==> src/rtl/axi_arbiter_r.sv <==
// axi_arbiter_r: round-robin read-channel arbiter for four AXI masters
// sharing one slave read port. One grant is held per burst (ADDR, DATA).
//
// Ports:
//   ACLK, ARESET            clock, async active-high reset
//   mN_ARVALID, mN_RREADY   per-master request / read-data ready (N=0..3)
//   m_ARREADY, m_RVALID,
//   m_RLAST                 shared slave-side handshake signals
//   mN_rgrnt                registered one-hot grant (N=0..3)
//   rgrnt_id                granted master index, 0 when idle
//   rd_busy                 high while a grant is held (ADDR or DATA)
//
// TCO is the clock-to-output delay of the original simulation model.
// This model is zero-delay, so TCO has no effect on behaviour.
module axi_arbiter_r #(
  parameter int TCO = 1
) (
  input  logic       ACLK,
  input  logic       ARESET,
  input  logic       m0_ARVALID,
  input  logic       m1_ARVALID,
  input  logic       m2_ARVALID,
  input  logic       m3_ARVALID,
  input  logic       m0_RREADY,
  input  logic       m1_RREADY,
  input  logic       m2_RREADY,
  input  logic       m3_RREADY,
  input  logic       m_ARREADY,
  input  logic       m_RVALID,
  input  logic       m_RLAST,
  output logic       m0_rgrnt,
  output logic       m1_rgrnt,
  output logic       m2_rgrnt,
  output logic       m3_rgrnt,
  output logic [1:0] rgrnt_id,
  output logic       rd_busy
);

  typedef enum logic [1:0] {
    IDLE = 2'b00,
    ADDR = 2'b01,
    DATA = 2'b10
  } state_t;

  state_t     state;
  state_t     state_nx;
  logic [1:0] gnt_id;
  logic [1:0] gnt_id_nx;
  logic [1:0] last_id;
  logic [1:0] last_id_nx;

  logic [3:0] grnt_q;
  logic [3:0] grnt_nx;
  logic [1:0] id_q;
  logic [1:0] id_nx;
  logic       busy_q;
  logic       busy_nx;

  logic [3:0] arvalid;
  logic [3:0] rready;
  logic [1:0] pick;
  logic       pick_vld;
  logic [1:0] cand;

  if (TCO < 0) begin : g_tco_neg
  end

  assign arvalid = {m3_ARVALID, m2_ARVALID,
                    m1_ARVALID, m0_ARVALID};
  assign rready  = {m3_RREADY, m2_RREADY,
                    m1_RREADY, m0_RREADY};

  // Rotating priority: last_id+1 first, last_id itself last.
  always_comb begin
    pick     = '0;
    pick_vld = 1'b0;
    cand     = '0;
    for (int k = 1; k <= 4; k++) begin
      cand = last_id + k[1:0];
      if (!pick_vld && arvalid[cand]) begin
        pick     = cand;
        pick_vld = 1'b1;
      end
    end
  end

  always_comb begin
    state_nx   = state;
    gnt_id_nx  = gnt_id;
    last_id_nx = last_id;
    unique case (state)
      IDLE: begin
        if (pick_vld) begin
          state_nx  = ADDR;
          gnt_id_nx = pick;
        end
      end
      ADDR: begin
        // Requester withdrew: abandon without
        // moving the priority pointer.
        if (!arvalid[gnt_id]) begin
          state_nx = IDLE;
        end else if (m_ARREADY) begin
          state_nx = DATA;
        end
      end
      DATA: begin
        if (m_RVALID && rready[gnt_id]
            && m_RLAST) begin
          state_nx   = IDLE;
          last_id_nx = gnt_id;
        end
      end
      default: begin
        state_nx = IDLE;
      end
    endcase
  end

  // Outputs are registered from the next state so
  // they change on the same edge as the FSM.
  always_comb begin
    busy_nx = (state_nx == ADDR)
           || (state_nx == DATA);
    grnt_nx = '0;
    id_nx   = '0;
    if (busy_nx) begin
      grnt_nx = 4'b0001 << gnt_id_nx;
      id_nx   = gnt_id_nx;
    end
  end

  always_ff @(posedge ACLK or posedge ARESET) begin
    if (ARESET) begin
      state   <= IDLE;
      gnt_id  <= '0;
      last_id <= 2'd3;
      grnt_q  <= '0;
      id_q    <= '0;
      busy_q  <= 1'b0;
    end else begin
      state   <= state_nx;
      gnt_id  <= gnt_id_nx;
      last_id <= last_id_nx;
      grnt_q  <= grnt_nx;
      id_q    <= id_nx;
      busy_q  <= busy_nx;
    end
  end

  assign m0_rgrnt = grnt_q[0];
  assign m1_rgrnt = grnt_q[1];
  assign m2_rgrnt = grnt_q[2];
  assign m3_rgrnt = grnt_q[3];
  assign rgrnt_id = id_q;
  assign rd_busy  = busy_q;

endmodule

==> config.mk <==
export PLATFORM = sky130hd
export DESIGN_NAME = axi_arbiter_r
export DESIGN_NICKNAME = d
export VERILOG_FILES = /design/src/rtl/axi_arbiter_r.sv
export SDC_FILE = /design/constraint.sdc
export NUM_CORES = 1
export LEC_CHECK = 0
export CAP_MARGIN = 0
export CORE_MARGIN = 2
export CORE_UTILIZATION = 42
export DETAILED_ROUTE_END_ITERATION = 8
export GPL_TIMING_DRIVEN = 0
export PLACE_DENSITY = 0.74
export REMOVE_ABC_BUFFERS = 1
export SYNTH_ARGS = -nofsm -noshare
export SYNTH_HDL_FRONTEND = slang
export SYNTH_SLANG_ARGS = --single-unit
==> constraint.sdc <==
create_clock -name ACLK -period 1.5 [get_ports ACLK]
set_input_delay 0.225 -clock ACLK [delete_from_list [all_inputs] [get_ports ACLK]]
set_output_delay 0.225 -clock ACLK [all_outputs]
set_load 0.01 [all_outputs]
==> results of run 1 <==
==> through the flow <==
stage,cell area (um2),setup TNS [ps],utilization
after floorplan,736,0,-
after global placement,957,-2690,0.560
after detailed placement,957,-3180,0.560
after CTS,1020,0,0.599
after global routing,1070,-354,0.629
final,1070,-37.7,0.629
==> power by group through the flow <==
stage | Sequential, mW | Clock, mW | Combinational, mW
after detailed placement | 0.698 | 0 | 0.890
after floorplan | 0.692 | 0 | 0.576
final | 0.711 | 0.205 | 1.02
after global routing | 0.731 | 0.225 | 1.11
after global placement | 0.689 | 0 | 0.870
after CTS | 0.699 | 0.212 | 0.957
==> area by class of cell <==
cell class,count,area (um2)
clock buffers,4,26.3
fillers,141,634
inverters,6,22.5
multi-input cells,46,465
flip-flops and latches,13,330
well taps,25,31.3
repair buffers,20,198
==> worst paths after layout <==
check                                        from                      to  slack (ps)  cells past startpoint
max in group asynchronous                  ARESET  last_id[1]$_DFFE_PP1P_         890                      2
min                                        ARESET     grnt_q[0]$_DFF_PP0_         260                      2
min reg2reg                last_id[0]$_DFFE_PP1P_  last_id[0]$_DFFE_PP1P_         580                      2
max reg2reg                last_id[0]$_DFFE_PP1P_     grnt_q[1]$_DFF_PP0_         -30                      4
min in group ACLK                       m_ARREADY      state[1]$_DFF_PP0_         560                      3
max                        last_id[0]$_DFFE_PP1P_     grnt_q[1]$_DFF_PP0_         -30                      4
==> state kept, by name, indices dropped and copies added, names as in the netlist <==
signal	cells
grnt_q	4
gnt_id	2
last_id	2
rgrnt_id	2
state	2
rd_busy	1
==> critical path: cells and delay by family, from the launching register on <==
family	cells	cell delay (ps)
AO/OA/AOI/OAI	3	660
flip-flops	1	600
AND/OR/NAND/NOR	1	150
==> repair_timing <==
item | CTS | global route
pin swaps | 2 | 1
buffers inserted | 1 | 0
endpoints found under the hold margin | 0 | 0
setup endpoints to repair | 7 | 6
gates resized for setup | 10 | 10
==> cells by family (layout without fill, tap and decap cells) <==
group | after synthesis | count (layout) | synth area share
mux | 7 | 7 | 0.0965
simple gates | 23 | 23 | 0.228
flops | 13 | 13 | 0.436
compound gates | 16 | 16 | 0.188
buf+inv | 8 | 30 | 0.0516
==> layout by cell type, fill, tap and decap left out, types with 3 or more instances in the layout <==
cell | netlist | final
mux2i_1 | 5 | 3
o21ai_0 | 3 | 3
clkdlybuf4s50_1 | 0 | 15
clkbuf_4 | 0 | 3
dfrtp_1 | 11 | 9
inv_1 | 5 | 5
==> routing by layer <==
layer	GRT usage	vias to the layer above	part of all wire	routed length (um)
li1	-	299	-	-
met4	0.0686	0	0.0051	8
met5	0	-	0	0
met1	0.189	302	0.40	626
met3	0.0235	2	0.034	53
met2	0.314	13	0.56	869
==> results by stage, run 1 <==
STA:
- Setup repair after global routing could not meet its margin everywhere.
- The clock skew is approximately 1.4 ps.
- The routed design could run at a clock period as short as approximately 1500 ps.
- Measured against its own limit, the worst slew margin works out to 0.690.
- Across all hold checks on the routed design, the worst slack comes to ~260 ps.
- The maximum clock frequency is around 660 MHz.
- In the post-route analysis, the smallest setup slack over all paths is -25.1 ps.
- Of the available clock period, the critical path in the final layout requires 1.02.
- The hold violation count in the final report was 0.
- Setup violations remaining at the end of the flow were counted as 3.
- The max-slew violation total from the final report is 0.
- At the pin with the least slew margin, the transition time is approximately 470 ps.

Logic synthesis:
- The most common flop cell mapped by yosys is dfrtp_1.
- The most used standard cell by instance count after synthesis is dfrtp_1.
- The number of enable-type register cells in the synthesized netlist is 0.
- Sorting the synthesized cells by area gives the leading types as dfrtp_1 37%, dfstp_2 7.0%, mux2i_1 6.7%.
- The portion of the post-synthesis area used by sequential elements is 0.436.
- By count the netlist is led by 11 x dfrtp_1, 5 x inv_1, 5 x mux2i_1.
- The area of the mapped netlist is 752 um2.
- A synthesized cell averages 11.2 um2.
- The synthesis-stage register bit count is 13.
- The async set or reset register ratio after synthesis is 1.00.
- The gate count after technology mapping is 67.
- The unique cell type count in the Yosys netlist is 35.
- The biggest area contributor in the post-synthesis netlist is dfrtp_1.
- For this run, the number of Yosys warnings is 0.
- The share of the synthesized area in the top cell type is 0.366.

Route:
- Once detail routing completed, the nets flagged for antenna violations numbered 0.
- The detailed router's first-iteration violation count is 12.
- Detailed routing inserted a total of roughly 600 vias.
- The routed wire length per instance is between 10 and 15 um.
- The via density per instance is approximately 5.4.
- The routed design has 1560 um of wire.
- The residual DRC count is 0.
- The first-pass detailed-route iteration total is 4.

Layout:
- Leaving out filler cells and counting taps, the final layout contains around 110.
- Of the cells placed in the final design, the portion with a size suffix greater than 1 is 0.326.
- The antenna diode count is 0.
- The layout net count is slightly above 100.
- Compared with the post-synthesis result, the final layout area differs by 42.8%.

Clocking:
- CTS saw 13 sinks.
- The count of H-tree levels built during CTS is 1.
- The total of hold buffers inserted after clock tree synthesis is 0.
- TritonCTS built the clock tree.
- The number of buffers added by the clock tree synthesis step is 3.
- The later pin in the worst-skew pair is clocked with a latency of between 200 and 300 ps.
- The buffer levels on the longest clock path is 2.
- Clock-pin slew was measured on the worst setup and hold paths at 70 ps.
- The root buffer cell chosen for the clock tree is clkbuf_4.

Global routing:
- The maximum number of pins on one net before global-route repair is 14.
- In the global route stage, overall resource usage came out at 0.169.
- The number of antenna violations at the first check in global routing was 0.
- The number of global-route vias before repair is around 600.
- The global-route congestion overflow total is 0.
- The first global-routing pass estimated ~2500 um of wire.

Setup path:
- The signal on the critical path passes through nand2b_4 -> a311oi_4 -> o221a_2 -> o211a_1.
- The endpoint type of the worst setup path is a flop.
- The library cell contributing the largest single delay on the critical path is dfstp_2.
- The highest cell delay on the worst timing path is ~600 ps.
- STA puts the critical path data arrival time at approximately 1700 ps.
- The top fanout value on the critical path is 7.
- The worst setup path is launched from a flop.
- The worst setup path is of the flop to flop kind.
- For the worst setup path, the data required time is roughly 1700 ps.

Place:
- Once detailed placement completed, the half-perimeter wirelength came to approximately 1200 um.
- The number of placed instances with taps included is between 100 and 150.
- The weighted congestion reported at the end of routability-driven placement is between 0.7 and 0.8.
- Before CTS, the worst setup slack after placement is -447 ps.
- The number of buffers added on ports is 19.

Power and ir drop:
- The share of total power dissipated in the clock network is 0.106.
- The final total power is slightly below 2 mW.
- The worst IR drop on VDD is 0.000861 V.
- The switching fraction of total power is 0.374.
- The cell internal power dissipation is ~1.2 mW.
- The cell leakage power is around 0.45 nW.
- The relative contribution of combinational cells to total power is 0.527.
- The switching power is about 0.72 mW.
- The cell area power density is around 1800 nW/um2.
- The portion of total power attributed to sequential cells is 0.367.

Die:
- 20 I/O pins were placed.
- The effective utilization at floorplan is 0.440.
- The floorplan step set the die width to 46.3 um.
- The floorplan step set the die height to around 46 um.
- The region available for standard cell placement spans 1710 um2.
- The floorplan step defined a die boundary enclosing 2150 um2.
- The number of placement rows is 15.

Run status:
- The final reports fail on negative setup slack.
- The run finished, with violations left.

Hold path:
- The type of the most critical hold path is input port to asynchronous set/reset pin.

Job:
- The max-capacitance violation count is 0.
Note: power is estimated with default switching activity, not from simulation.
==> run 2: changes to the inputs <==
--- a/config.mk
+++ b/config.mk
@@ -7,10 +7,10 @@
 export LEC_CHECK = 0
 export CAP_MARGIN = 0
 export CORE_MARGIN = 2
-export CORE_UTILIZATION = 42
+export CORE_UTILIZATION = 46
 export DETAILED_ROUTE_END_ITERATION = 8
 export GPL_TIMING_DRIVEN = 0
-export PLACE_DENSITY = 0.74
+export PLACE_DENSITY = 0.76
 export REMOVE_ABC_BUFFERS = 1
 export SYNTH_ARGS = -nofsm -noshare
 export SYNTH_HDL_FRONTEND = slang
==> constraint.sdc (replaced) <==
create_clock -name ACLK -period 1.6 [get_ports ACLK]
set_input_delay 0.24 -clock ACLK [delete_from_list [all_inputs] [get_ports ACLK]]
set_output_delay 0.24 -clock ACLK [all_outputs]
set_load 0.01 [all_outputs]
==> results by stage, run 2 (synthesized netlist as in run 1, its figures left out) <==
Run status:
- The run finished with clean final reports.

Setup path:
- The setup path with the least slack is of type flop to flop.
- The top fanout value on the critical path is 7.
- The endpoint type of the worst setup path is a flop.
- The required time at the worst-slack endpoint is 1780 ps.
- At the worst endpoint, the arrival time is between 1500 and 2000 ps.
- The startpoint class of the critical path is a flop.

Layout:
- In the layout the commonest cells are 15 x clkdlybuf4s50_1, 10 x dfrtp_1, 5 x inv_1.
- Leaving out fill and tap cells, the most frequent cell in the layout is clkdlybuf4s50_1.
- In the final layout, the share of cells above drive strength 1 is 0.281.
- The area added between synthesis and finish is 37.4%.
- Fill cells in the final layout number around 110.
- The flip-flop and latch area is 329 um2.
- The antenna diode count is 0.
- The flip-flop count of the largest register after layout is 4.
- In the final layout, the multi-input gates occupy about 430 um2.
- The final standard cell area without fillers is 1030 um2.
- In the final design database the tool counted around 100 nets.
- The top register by number of flip-flops is grnt_q.

Global routing:
- The met3 usage is 0.0367.
- For this run, global-route usage on met2 was measured as 0.291.
- The global-route usage over all layers is 0.168.
- The first global-routing pass estimated ~2400 um of wire.
- The number of global-route vias before repair is between 500 and 600.
- The number of antenna violations at the first check in global routing is 0.
- Entering global routing, the biggest net connects 14 pins.
- The met1 global-route usage is 0.208.
- The busiest metal layer after global routing is met2.
- Summed over all layers, the global routing overflow is 0.

STA:
- Setup repair after global routing could not meet its margin everywhere.
- The clock arrives with between 3 and 4 ps of skew.
- For the finished layout, the period the worst path requires is between 1500 and 2000 ps.
- The worst slew margin relative to its limit is 0.695.
- Dividing the final minimum period by the clock period gives 0.946.
- For the pin with the worst max-slew slack, the measured transition is between 400 and 500 ps.
- The hold violation count in the final report is 0.
- The max-slew violation total from the final report was 0.
- Setup violations remaining at the end of the flow were counted as 0.
- The post-route worst setup slack is 86.0 ps.
- Derived from the worst setup path, the maximum achievable clock frequency is between 600 and 700 MHz.

Hold path:
- The worst hold path belongs to the class input port to asynchronous set/reset pin.

Die:
- The die is roughly 44 um tall.
- The die is 44.4 um wide.
- The die covers about 2000 um2.
- The floorplan has 14 rows.
- 20 I/O pins were placed.
- The core region is 1520 um2.
- The initial utilization of the core area, before any placement, comes to 0.493.

Clocking:
- The CTS clock-pin slew for the worst setup and hold paths is 80 ps.
- The latest clock arrival within the worst-skew pair is 270 ps.
- CTS built an H-tree with a depth of 1.
- The total of hold buffers inserted after clock tree synthesis is 0.
- Counting along the longest clock path gives a buffer depth of 2.
- The clock root buffer master is clkbuf_4.
- TritonCTS built the clock tree.
- The number of buffers added by the clock tree synthesis step is 3.
- The total number of clock tree sinks is 13.

Route:
- The overall routed net length is 1520 um.
- In this run, the number of DRC markers left after iteration 0 of detailed routing was 11.
- The count of nets left with antenna violations once routing finished came out at 0.
- The first-pass detailed-route iteration total is 4.
- The via density per instance is around 6.
- The residual DRC count is 0.
- For this block, the via count after detailed routing is 612.
- The routed wire length per instance is ~14 um.

Power and ir drop:
- Summed over all cells, the static leakage comes to between 0.4 and 0.5 nW.
- Power comes to between 1.5 and 2 mW.
- The worst IR drop on VDD is roughly 0.0009 V.
- The cell area power density is 1720 nW/um2.

Job:
- The max-capacitance violation count is 0.

Place:
- The weighted congestion reported at the end of routability-driven placement is 0.764.
- The standard cell area after detailed placement is ~950 um2.
- The post-detailed-placement half-perimeter wirelength is 1200 um.
- Input and output buffers added on the ports amount to 19.
- Timing analysis after detailed placement gives a worst setup slack of -368 ps.
run 2: path summary, 6_finish.rpt:
| path | from | slack (ps) | end | depth (start not counted) |
|---|---|---|---|---|
| max | last_id[0]$_DFFE_PP1P_ | 90 | grnt_q[0]$_DFF_PP0_ | 4 |
| min | ARESET | 270 | rd_busy$_DFF_PP0_ | 2 |
| max reg2reg | last_id[0]$_DFFE_PP1P_ | 90 | grnt_q[0]$_DFF_PP0_ | 4 |
| min reg2reg | last_id[0]$_DFFE_PP1P_ | 570 | last_id[0]$_DFFE_PP1P_ | 2 |
| max in group asynchronous | ARESET | 990 | last_id[0]$_DFFE_PP1P_ | 2 |
| min in group ACLK | m1_ARVALID | 540 | grnt_q[0]$_DFF_PP0_ | 3 |
run 2: worst max-delay path, stage by stage, from the launching register on:
cell and delay, ps:
dfstp_2 590, inv_1 80, a311oi_2 320, o221ai_2 170
a211oi_1 250
run 2: layout make-up:
cell class | count | share of cell area
inverter | 6 | 0.0218
sequential | 13 | 0.318
multi-input combinational | 46 | 0.420
tap | 16 | 0.0194
timing repair buffer | 20 | 0.195
clock buffer | 4 | 0.0254
run 2: through the flow:
step	hold WS [ps]	util	instances	TNS [ps]
floorplan	116	-	65	0
global placement	528	0.621	100	-2010
detailed placement	541	0.621	100	-2300
CTS	284	0.645	104	0
global route	337	0.678	105	-6.00
finish	269	0.678	105	0
run 2: power by group:
group | switching (mW) | total [mW] | internal (mW) | leakage (nW)
sequential | 0.157 | 0.651 | 0.494 | 0.157
clock | 0.104 | 0.201 | 0.0966 | 0.0150
combinational | 0.413 | 0.929 | 0.516 | 0.280
total | 0.674 | 1.78 | 1.11 | 0.452
run 2: what timing repair did:
item | CTS | global route
buffers inserted | 0 | 1
resized for setup | 3 | 10
pin swaps | 0 | 1
endpoints found under the setup margin | 2 | 7
cloned | 0 | 0
run 2: metal layers:
metal  vias to the layer above  part of all wire
met2                        14              0.52
met3                         0             0.030
met5                         -                 0
met4                         0                 0
li1                        296                 -
met1                       302              0.45
